===== src/rtl/cube_scan.sv =====
// Scan-out engine for the 8x8x8 LED cube: snapshots the cell array once per frame
// and shifts one 64-bit layer at a time into the column chain, then latches and lights it.
module cube_scan #(
  parameter int CLK_DIV = 4,
  parameter int DWELL   = 1000
) (
  input  logic         Clk,
  input  logic         Reset,
  input  logic [511:0] Cells,
  output logic         Sclk,
  output logic         Sdata,
  output logic         Latch,
  output logic [7:0]   Layer,
  output logic         Frame_done
);

  localparam int DW = (CLK_DIV > 1) ? $clog2(CLK_DIV) : 1;
  localparam int WW = (DWELL > 1) ? $clog2(DWELL) : 1;

  typedef enum logic [1:0] {S_LOAD, S_SHIFT, S_BLANK, S_DWELL} state_t;

  state_t         state, state_next;
  logic [DW-1:0]  div_cnt;
  logic [WW-1:0]  dwell_cnt;
  logic [5:0]     bit_cnt;
  logic [2:0]     layer_idx;
  logic [511:0]   frame_buf;
  logic [63:0]    shreg;
  logic           sclk_q;
  logic [7:0]     layer_q;
  logic           done_q;
  logic           div_last;
  logic           shift_done;
  logic           dwell_last;

  assign div_last   = (div_cnt == DW'(CLK_DIV - 1));
  assign shift_done = (state == S_SHIFT) && div_last && sclk_q && (bit_cnt == 6'd63);
  assign dwell_last = (state == S_DWELL) && (dwell_cnt == WW'(DWELL - 1));

  always_ff @(posedge Clk or negedge Reset) begin
    if (!Reset) state <= S_LOAD;
    else        state <= state_next;
  end

  always_comb begin
    state_next = state;
    case (state)
      S_LOAD:  state_next = S_SHIFT;
      S_SHIFT: if (shift_done) state_next = S_BLANK;
      S_BLANK: state_next = S_DWELL;
      S_DWELL: if (dwell_last) state_next = S_LOAD;
      default: state_next = S_LOAD;
    endcase
  end

  always_ff @(posedge Clk or negedge Reset) begin
    if (!Reset) begin
      div_cnt   <= '0;
      dwell_cnt <= '0;
      bit_cnt   <= '0;
      layer_idx <= '0;
      frame_buf <= '0;
      shreg     <= '0;
      sclk_q    <= 1'b0;
      layer_q   <= '0;
      done_q    <= 1'b0;
    end else begin
      done_q <= dwell_last && (layer_idx == 3'd7);
      case (state)
        S_LOAD: begin
          // Layer 0 takes its bits straight from Cells while the snapshot is captured.
          if (layer_idx == 3'd0) begin
            frame_buf <= Cells;
            shreg     <= Cells[63:0];
          end else begin
            shreg <= frame_buf[{layer_idx, 6'd0} +: 64];
          end
          div_cnt <= '0;
          sclk_q  <= 1'b0;
          bit_cnt <= '0;
        end
        S_SHIFT: begin
          if (div_last) begin
            div_cnt <= '0;
            sclk_q  <= ~sclk_q;
            if (sclk_q) begin
              shreg   <= {shreg[62:0], 1'b0};
              bit_cnt <= bit_cnt + 6'd1;
            end
            if (shift_done) layer_q <= '0;
          end else begin
            div_cnt <= div_cnt + 1'b1;
          end
        end
        S_BLANK: begin
          dwell_cnt <= '0;
          layer_q   <= 8'b1 << layer_idx;
        end
        S_DWELL: begin
          dwell_cnt <= dwell_cnt + 1'b1;
          if (dwell_last) layer_idx <= layer_idx + 3'd1;
        end
        default: ;
      endcase
    end
  end

  assign Sclk       = sclk_q;
  assign Sdata      = (state == S_SHIFT) && shreg[63];
  assign Latch      = (state == S_BLANK);
  assign Layer      = layer_q;
  assign Frame_done = done_q;

endmodule


===== config.mk =====
export PLATFORM = sky130hd
export DESIGN_NAME = cube_scan
export DESIGN_NICKNAME = d
export VERILOG_FILES = /design/src/rtl/cube_scan.sv
export SDC_FILE = /design/constraint.sdc
export NUM_CORES = 1
export LEC_CHECK = 0
export CORE_UTILIZATION = 55
export DETAILED_ROUTE_END_ITERATION = 16
export PLACE_DENSITY = 0.84
export SYNTH_ARGS = -nofsm -noshare
export SYNTH_HDL_FRONTEND = slang
export SYNTH_SLANG_ARGS = --single-unit

===== constraint.sdc =====
create_clock -name Clk -period 6.7 [get_ports Clk]
set_input_delay 1.005 -clock Clk [delete_from_list [all_inputs] [get_ports Clk]]
set_output_delay 1.005 -clock Clk [all_outputs]
set_load 0.02 [all_outputs]

Word-level counts from Yosys, hierarchy flattened

Cells that the tools add are included.

Register bits: 609
Output and inout bits: 12
Word-level logic and storage cells: 63

Shifts and indexed selects: 2
Add/subtract/negate cells: 4
Eq/ne operators: 11
Bitwise gates (word level): 1
Muxes and demuxes: 18
Reduce and logical (&&, ||, !) cells: 17

Operators by type and width:

| operator                | count |
|---|---|
| $shiftx A512 B10 Y64    | 1 |
| $mux W64                | 3 |
| $pmux W64 S2            | 1 |
| $pmux W10 S2            | 1 |
| $mux W8                 | 2 |
| $pmux W8 S2             | 1 |
| $mux W6                 | 2 |
| $pmux W6 S2             | 1 |
| $add A10 B1 Y10 const B | 1 |
| $eq A10 B10 Y1 const B  | 1 |
| $ne A2 B2 Y1 const B    | 4 |
| $pmux W2 S4             | 1 |
| $reduce_and A2 Y1       | 4 |
| $shl A1 B3 Y8 const A   | 1 |
| $add A6 B1 Y6 const B   | 1 |
| $eq A2 B2 Y1 const B    | 3 |
| $eq A6 B6 Y1 const B    | 1 |
| $logic_and A1 B1 Y1     | 6 |
| $mux W2                 | 3 |
| $reduce_and A3 Y1       | 2 |
| $reduce_bool A2 Y1      | 3 |
| $pmux W2 S2             | 1 |
| $add A3 B1 Y3 const B   | 1 |
| $eq A3 B3 Y1 const B    | 1 |
| 7 further kinds         | 7 |

Longest topological paths before layout

Gate-level depths: netlist of run 1.

Word-level depth: 7
Depth in mapped cells: 11

Worst setup path before layout of run 1

Ideal clock, no wire load.

Path kind: reg-to-output
Start point: register state[1]
End point: output port Sdata
Path slack: 4120 ps
Arrival: 1575 ps
Path buffers: 3
Cell stages (with the launch flop): 7
Data required time: 5695 ps
Cell sequence: dfrtp_1 > inv_1 > ha_1 > buf_2 > clkbuf_1 > clkbuf_1 > and2_1

Word-level cells in the longest chain between the ends: 2

Ends and longest elaborated chain:

| element                  | RTL line | text |
|---|---|---|
| start: declaration       | 22       | `state_t state, state_next;` |
| start signal: assignment | 42       | `else state <= state_next;` |
| $eq A2 B1 Y1             | 109      | `assign Sdata = (state == S_SHIFT) && shreg[63];` |
| $logic_and A1 B1 Y1      | 109      |  |
| end: declaration         | 11       | `output logic Sdata,` |

Every way passes these cells.

Worst setup path in the final report of run 1

Start point: register layer_idx[0]
End point: register frame_buf[22]

Word-level cells in the longest chain between the ends: 2

Ends and longest elaborated chain:

| element                            | RTL line | text |
|---|---|---|
| start: declaration                 | 26       | `logic [2:0] layer_idx;` |
| start signal: assignment           | 101      | `if (dwell_last) layer_idx <= layer_idx + 3'd1;` |
| $logic_not A3 Y1                   | 72       | `if (layer_idx == 3'd0) begin` |
| $reduce_and A2 Y1 (no source line) | n/a      |  |
| end signal: assignment             | 73       | `frame_buf <= Cells;` |
| end: declaration                   | 27       | `logic [511:0] frame_buf;` |

Every way passes these cells.
A chain may end at the register's enable or synchronous reset.

==> results.cfg, run 1 <==
[outcome]
status = completed

[logic_synthesis]
yosysUniqueCellTypes = 35
syn_area_per_cell_um2 = 14.63
ys_seq_area_frac = 0.5484
ys_warn_count = 0
syn_area_um2 = 27790
synthCells = 1899
synth_seq_cells = 609
syn-num-nets = 2426

[sta]
setup_tns_ps = 0
fin_crit_ps = 4119
tightest_slew_ps = 1240
period_share = 0.6147
drv_slew = 0
final_hold_viol_count = 0
fin_worst_skew_ps = 24.78
fmax_ghz = 0.2428
rsz0062_at_grt = false
relSlewSlack = 0.1732
finalSetupViolations = 0

[finish]
drive_gt1_frac = 0.3204
layout_common_cells = 606 x dfrtp_1, 524 x clkdlybuf4s50_1, 516 x mux2_2
fillers = 3306
nets = 2895
fin_cells = 3109
area_delta_synth_final_pct = 28.43
layout_commonest_cell = dfrtp_1

[power]
powerDensity_nw_per_um2 = 232.0
finalPower_w = 0.008281
power.leakage_nw = 15.02
ir_drop_mv = 0.1886

[run]
maxCapViolCount = 0

[detailed_routing]
route.detailed.drc = 0
wl_per_cell_um = 22.64
drt_iter0_markers = 1148
vias = 17852
via_per_inst = 5.742
drt_pass1_iterations = 5
ant_nets = 0
wirelength_um = 70400

[cts]
ctsHoldBuffers = 0
cts_buffer_depth = 3
clockRootBuffer = clkbuf_16
htreeDepth = 3
tritoncts = done
insertion_delay_ps = 590
cts_resized = 0
clk_pin_slew_ps = 60
postCtsSetupBuffers = 0
cts_buffers = 66
cts_sinks = 609

[floorplan]
dieArea_um2 = 51430
start_util = 0.5562
die_h_um = 226.8
die_w_um = 226.8
coreArea_um2 = 49970
rows = 82
ios = 526

[setup_path]
worstPathRequired_ps = 7150
critPathCaptureType = register
startpoint_type = register
critical_path_class = register to register
cp_max_fo = 200
arrival_ps = 4570

[place]
dp_cells = 2972
io_buffers = 525
routabilityCongestion = 0.8381
hpwlAfterDp_um = 47110

[global_route]
antenna_found_initial = 31
grt.overflow.total = 0
grt_max_degree = 201
grt_pass1_vias = 19582
grt_first_pass_wirelength_um = 108800
grt_usage = 0.2784

[hold_path]
hold_class = register to register
-- metrics by stage --
stage	area [um2]	setup slack [ps]	utilization	hold WS [ps]
2_1_floorplan	27790	4120	-	448.5
3_3_place_gp	33420	2630	0.6690	465.0
3_5_place_dp	33420	2584	0.6690	485.9
4_1_cts	35640	2566	0.7133	497.9
5_1_grt	35680	2296	0.7141	506.3
6_report	35690	2581	0.7143	495.7
-- sequential cells by signal, summed over array words and instances, names as in the netlist --
name / count
div_cnt: 2
bit_cnt: 6
Frame_done: 1
Layer: 8
shreg: 64
Sclk: 1
dwell_cnt: 10
frame_buf: 512
state: 2
layer_idx: 3
-- cell type report --
| type | count | area [um2] | share of cell area |
|---|---|---|---|
| Timing Repair Buffer | 541 | 5430 | 0.1521 |
| Inverter | 73 | 274.0 | 0.007677 |
| Clock inverter | 19 | 180.2 | 0.005048 |
| Sequential cell | 609 | 15250 | 0.4273 |
| Clock buffer | 97 | 2034 | 0.05700 |
| Antenna cell | 21 | 52.55 | 0.001472 |
| Tap cell | 672 | 840.8 | 0.02356 |
| Multi-Input combinational cell | 1077 | 11630 | 0.3258 |
-- where the power goes --
group          leakage [nW]  internal, W  switching, W
Sequential             7.17      0.00385     0.0000952
Clock                  1.10      0.00222       0.00146
Combinational          6.75     0.000449      0.000204
Total                  15.0      0.00652       0.00176
-- path summary, 6_finish.rpt --
| kind | from | to | slack [ps] | cells past startpoint |
|---|---|---|---|---|
| worst max-delay path | layer_idx[0] | frame_buf[22] | 2580 | 5 |
| worst min-delay path | shreg[62] | shreg[62] | 500 | 2 |
| worst max register to register | layer_idx[0] | frame_buf[22] | 2580 | 5 |
| worst min register to register | shreg[62] | shreg[62] | 500 | 2 |
| max in group asynchronous | Reset | frame_buf[430] | 4630 | 2 |
| min in group asynchronous | Reset | frame_buf[253] | 530 | 1 |
-- synthesized netlist by cell type --
cell type | count | area [um2]
o211ai_1 | 2 | 15.01
clkbuf_1 | 53 | 198.9
clkbuf_2 | 2 | 10.01
ha_1 | 13 | 162.7
a21boi_0 | 1 | 7.510
o31ai_1 | 3 | 22.52
buf_2 | 59 | 295.3
nand3_1 | 10 | 50.05
a211oi_1 | 1 | 7.510
buf_4 | 1 | 7.510
nand2_1 | 11 | 41.29
mux2i_1 | 65 | 650.6
buf_6 | 11 | 123.9
a31oi_1 | 2 | 12.51
nand4_1 | 9 | 56.30
nand2b_1 | 2 | 12.51
a21o_1 | 1 | 7.510
o21ai_1 | 31 | 155.2
a22oi_1 | 1 | 7.510
nor2_1 | 18 | 67.56
xor2_1 | 1 | 8.760
inv_1 | 73 | 274.0
a21oi_1 | 124 | 620.6
xnor2_1 | 6 | 52.55
nor3_1 | 1 | 5.000
a22o_1 | 70 | 613.1
buf_1 | 14 | 52.55
o21ai_0 | 52 | 260.3
dfrtp_1 | 609 | 15240
and2_1 | 3 | 18.77
nor2b_1 | 2 | 12.51
nand4b_1 | 1 | 8.760
and3_1 | 3 | 18.77
mux2_2 | 516 | 5811
mux4_2 | 128 | 2883
-- cells by family (layout without fill, tap and decap cells) --
kind of cell	count (synthesis)	in the layout	share of synthesized area
DFF	609	609	0.5484
AOI/OAI and AO/OA	288	288	0.06222
adders and majority gates	13	13	0.005853
xor gates and xnor gates	7	7	0.002206
other	0	21	0
muxes	709	709	0.3362
and+or+nand+nor	60	60	0.01049
buffers and inverters	213	730	0.03462
-- routing by layer --
metal | global-route usage | routed length [um] | up-vias
li1 | - | - | 7976
met1 | 0.3356 | 27110 | 9159
met2 | 0.4583 | 35450 | 547
met3 | 0.08203 | 5105 | 154
met4 | 0.1338 | 2631 | 16
met5 | 0 | 97 | -
-- worst max-delay path, stage by stage, from the launching register on --
cell and delay [ps]:
dfrtp_4 1060, inv_1 230, ha_4 400, nand3_4 780
buf_12 680, mux2_2 420
Power figures use the tool's default switching activity.
==> run 2, diff against run 1 <==
--- a/config.mk
+++ b/config.mk
@@ -5,9 +5,9 @@
 export SDC_FILE = /design/constraint.sdc
 export NUM_CORES = 1
 export LEC_CHECK = 0
-export CORE_UTILIZATION = 55
+export CORE_UTILIZATION = 48
 export DETAILED_ROUTE_END_ITERATION = 16
-export PLACE_DENSITY = 0.84
+export PLACE_DENSITY = 0.77
 export SYNTH_ARGS = -nofsm -noshare
 export SYNTH_HDL_FRONTEND = slang
 export SYNTH_SLANG_ARGS = --single-unit
==> constraint.sdc (replaced) <==
create_clock -name Clk -period 3.65 [get_ports Clk]
set_input_delay 0.5475 -clock Clk [delete_from_list [all_inputs] [get_ports Clk]]
set_output_delay 0.5475 -clock Clk [all_outputs]
set_load 0.02 [all_outputs]
==> results.cfg, run 2 (same netlist as run 1, synthesis figures left out) <==
[detailed_routing]
wl_per_cell_um = 22.33
via_per_inst = 5.622
ant_nets = 0
wirelength_um = 71290
drt_iter0_markers = 1095
vias = 17945
route.detailed.drc = 0
drt_pass1_iterations = 5

[setup_path]
startpoint_type = register
critPathCaptureType = register
critical_path_class = register to register
cp_max_fo = 202
worstPathRequired_ps = 4130
arrival_ps = 3450

[sta]
final_hold_viol_count = 0
rsz0062_at_grt = false
fin_worst_skew_ps = 19.16
drv_slew = 0
period_share = 0.8143
relSlewSlack = 0.1040
finalSetupViolations = 0
setup_tns_ps = 0
fin_crit_ps = 2972
fmax_ghz = 0.3365
tightest_slew_ps = 1344

[finish]
layout_common_cells = 606 x dfrtp_1, 524 x clkdlybuf4s50_1, 516 x mux2_2
nets = 2913
fillers = 4199
largest_register_ffs = 512
area_delta_synth_final_pct = 29.50
top_regs = frame_buf x512, shreg x64, dwell_cnt x10
layout_commonest_cell = dfrtp_1
drive_gt1_frac = 0.3236
largest_register = frame_buf
fin_cells = 3192

[run]
maxCapViolCount = 0

[global_route]
grt_pass1_vias = 19649
grt_max_degree = 203
grt.overflow.total = 0
grt_usage = 0.2460
grt_first_pass_wirelength_um = 112200
antenna_found_initial = 14

[cts]
cts_sinks = 609
clockRootBuffer = clkbuf_16
ctsHoldBuffers = 1
cts_resized = 0
cts_buffers = 67
postCtsSetupBuffers = 0
htreeDepth = 3
insertion_delay_ps = 600
cts_buffer_depth = 3
tritoncts = done
clk_pin_slew_ps = 60

[power]
ir_drop_mv = 0.3333
powerDensity_nw_per_um2 = 422.3
power.leakage_nw = 15.13

[floorplan]
coreArea_um2 = 56820
start_util = 0.4891
die_h_um = 242.6
rows = 87
dieArea_um2 = 58860
ios = 526
die_w_um = 242.6

[hold_path]
hold_class = register to register

[place]
io_buffers = 525
routabilityCongestion = 0.8384
dp_cells = 3072
hpwlAfterDp_um = 49470

[outcome]
status = completed
-- run 2: cell types whose count changed in the layout (fill, tap and decap cells not counted) --
cell,delta
inv_6,+1
diode_2,-17
clkbuf_1,+2
clkbuf_8,+4
clkinvlp_4,-1
clkinv_2,-5
buf_4,+6
buf_12,+10
dlygate4sd3_1,+1
bufinv_16,-2
-- run 2: worst paths after layout --
kind,from,to,slack (ps),cells after the start
max in group asynchronous,Reset,frame_buf[45],1990,4
min in group asynchronous,Reset,frame_buf[89],500,2
max reg2reg,layer_idx[0],frame_buf[342],680,5
min reg2reg,shreg[62],shreg[62],490,2
min,shreg[62],shreg[62],490,2
max,layer_idx[0],frame_buf[342],680,5
-- run 2: metal layers --
layer  vias up  part of all wire  global-route usage
met5         -            0.0019                   0
met4        20             0.028             0.07751
met3       133             0.057             0.05451
met2       515              0.50              0.4072
met1      9292              0.41              0.3237
li1       7985                 -                   -
-- run 2: final cells by class --
type | instances | area [um2] | area share
sequential | 609 | 15250 | 0.4238
inverter | 73 | 274.0 | 0.007614
multi-input combinational | 1077 | 11630 | 0.3231
clock buffer | 103 | 2097 | 0.05827
tap | 756 | 945.9 | 0.02628
antenna | 4 | 10.01 | 0.0002781
clock inverter | 12 | 96.34 | 0.002677
timing repair buffer | 558 | 5685 | 0.1580
-- run 2: stage by stage --
step                      utilization  total power (W)  hold WS (ps)  area, um2  setup slack [ps]
after detailed placement       0.5944         0.008626         467.6      33770             776.4
after floorplan                     -         0.007709         251.9      27790              1209
after CTS                      0.6332          0.01535         477.9      35980             731.4
after global placement         0.5944         0.008568         460.6      33770             861.6
after global routing           0.6333          0.01574         503.1      35990             631.7
final                          0.6334          0.01520         489.9      35990             677.8
-- run 2: power by group --
group	switching, W	internal [W]	total [W]
logic	0.000411	0.000842	0.00125
clock network	0.00268	0.00401	0.00670
registers	0.000170	0.00708	0.00725
total	0.00327	0.0119	0.0152
-- run 2: critical path, stage by stage, from the launching register on --
cell and delay (ps):
dfrtp_4 510, inv_1 140, ha_4 680, nand3_4 240
buf_12 300, mux2_2 560
==> run 3, diff against run 2 <==
--- a/config.mk
+++ b/config.mk
@@ -5,9 +5,9 @@
 export SDC_FILE = /design/constraint.sdc
 export NUM_CORES = 1
 export LEC_CHECK = 0
-export CORE_UTILIZATION = 48
+export CORE_UTILIZATION = 53
 export DETAILED_ROUTE_END_ITERATION = 16
-export PLACE_DENSITY = 0.77
+export PLACE_DENSITY = 0.81
 export SYNTH_ARGS = -nofsm -noshare
 export SYNTH_HDL_FRONTEND = slang
 export SYNTH_SLANG_ARGS = --single-unit
==> constraint.sdc (replaced) <==
create_clock -name Clk -period 3.1 [get_ports Clk]
set_input_delay 0.465 -clock Clk [delete_from_list [all_inputs] [get_ports Clk]]
set_output_delay 0.465 -clock Clk [all_outputs]
set_load 0.02 [all_outputs]
==> results.cfg, run 3 (same netlist as run 1, synthesis figures left out) <==
[outcome]
status = completed

[setup_path]
startpoint_type = register
critical_path_class = register to output port
worstPathRequired_ps = 2630
crit_path_start = state[1]
crit_family = buffers and inverters
r2r_start = layer_idx[0]
cp_max_fo = 14
path_cells = inv_1 -> ha_4 -> and2_1 -> clkdlybuf4s50_1
critPathBufInv = 2
slowest_delay_ps = 690
critPathCaptureType = output port
r2r_slack_ps = 660
cp_slowest_cell = clkdlybuf4s50_1
arrival_ps = 2250

[finish]
nets = 2915
multi_input_area_um2 = 11630
top_regs = frame_buf x512, shreg x64, dwell_cnt x10
layout_common_cells = 606 x dfrtp_1, 524 x clkdlybuf4s50_1, 516 x mux2_2
area_delta_synth_final_pct = 29.27
fillers = 3501
drive_gt1_frac = 0.3265
area.sequential_um2 = 15250
largest_register = frame_buf
layout_commonest_cell = dfrtp_1
largest_register_ffs = 512

[floorplan]
ios = 526
rows = 83
die_h_um = 231.0
start_util = 0.5395
dieArea_um2 = 53350
coreArea_um2 = 51510
die_w_um = 231.0

[global_route]
grt_usage = 0.2743
grt.overflow.total = 0
antenna_found_initial = 23
grt_max_degree = 133
grt_pass1_vias = 19868
grt_first_pass_wirelength_um = 112300

[cts]
cts_resized = 0
htreeDepth = 2
ctsHoldBuffers = 1
clk_pin_slew_ps = 70
cts_buffers = 61
tritoncts = done
cts_sinks = 609
postCtsSetupBuffers = 0
insertion_delay_ps = 630
clockRootBuffer = clkbuf_16
cts_buffer_depth = 3

[detailed_routing]
drt_pass1_iterations = 5
route.detailed.drc = 0
vias = 18117
wl_per_cell_um = 23.02
drt_iter0_markers = 1016
ant_nets = 0
via_per_inst = 5.784
wirelength_um = 72090

[sta]
fin_worst_skew_ps = 22.61
fin_crit_ps = 2715
setup_tns_ps = 0
rsz0062_at_grt = false
fmax_ghz = 0.3683
final_hold_viol_count = 0
tightest_slew_ps = 967.4
finalSetupViolations = 0
relSlewSlack = 0.3551
fin_ws_ps = 384.5
period_share = 0.8760
drv_slew = 0

[power]
power_frac_clock = 0.428
p_int_w = 0.01368
combPwrFrac = 0.085
p_sw_w = 0.003830
swShare = 0.2188
power.leakage_nw = 15.15
powerDensity_nw_per_um2 = 487.3
seq_power_share = 0.488
ir_drop_mv = 0.4364

[hold_path]
holdCritStartpoint = Cells[434]
hold_class = input pin to register

[place]
io_buffers = 525
pre_cts_ws_ps = 657.0
routabilityCongestion = 0.8622
hpwlAfterDp_um = 49890

[run]
maxCapViolCount = 0
## run 3: layout make-up
class	count	share of cell area
antenna	11	0.0007662
multi-input combinational	1077	0.3237
sequential	609	0.4245
timing repair buffer	566	0.1624
tap	680	0.02368
inverter	73	0.007627
clock buffer	94	0.05269
clock inverter	22	0.004667
## run 3: stage by stage
step	instance area (um2)	instances	total power [W]	hold WS, ps	utilization
6_report	35930	3132	0.01751	449.0	0.6975
2_1_floorplan	27790	1899	0.009077	169.4	-
5_1_grt	35920	3131	0.01814	422.9	0.6974
4_1_cts	35900	3121	0.01766	411.6	0.6969
3_3_place_gp	33830	3004	0.01009	473.8	0.6567
3_5_place_dp	33830	3004	0.01016	487.6	0.6567
## run 3: power groups by stage
| stage | Combinational (W) | Sequential [W] | Clock, W |
|---|---|---|---|
| 3_3_place_gp | 0.00145 | 0.00864 | 0 |
| 3_5_place_dp | 0.00149 | 0.00867 | 0 |
| 2_1_floorplan | 0.000491 | 0.00859 | 0 |
| 4_1_cts | 0.00150 | 0.00853 | 0.00763 |
| 5_1_grt | 0.00159 | 0.00857 | 0.00798 |
| 6_report | 0.00148 | 0.00854 | 0.00749 |
## run 3: final timing paths
kind / to / cells past startpoint
min in group asynchronous: frame_buf[249] / 2
worst max-delay path: Sdata / 4
max in group asynchronous: frame_buf[161] / 3
worst min register to register: dwell_cnt[9] / 1
worst min-delay path: frame_buf[434] / 2
worst max register to register: shreg[24] / 6
## run 3: routing by layer
layer | vias up | track usage | wire length, um
met2 | 542 | 0.4515 | 36040
met4 | 22 | 0.1060 | 2484
li1 | 7994 | - | -
met5 | - | 0 | 135
met1 | 9397 | 0.3539 | 29050
met3 | 162 | 0.06275 | 4374
## run 3: worst register-to-register path, delay by kind of cell, from the launching register on
kind / cells / cell delay [ps]
buffers and inverters: 2 / 590
adders and majority gates: 1 / 410
AOI/OAI and AO/OA: 2 / 400
muxes: 1 / 350
DFF: 1 / 570
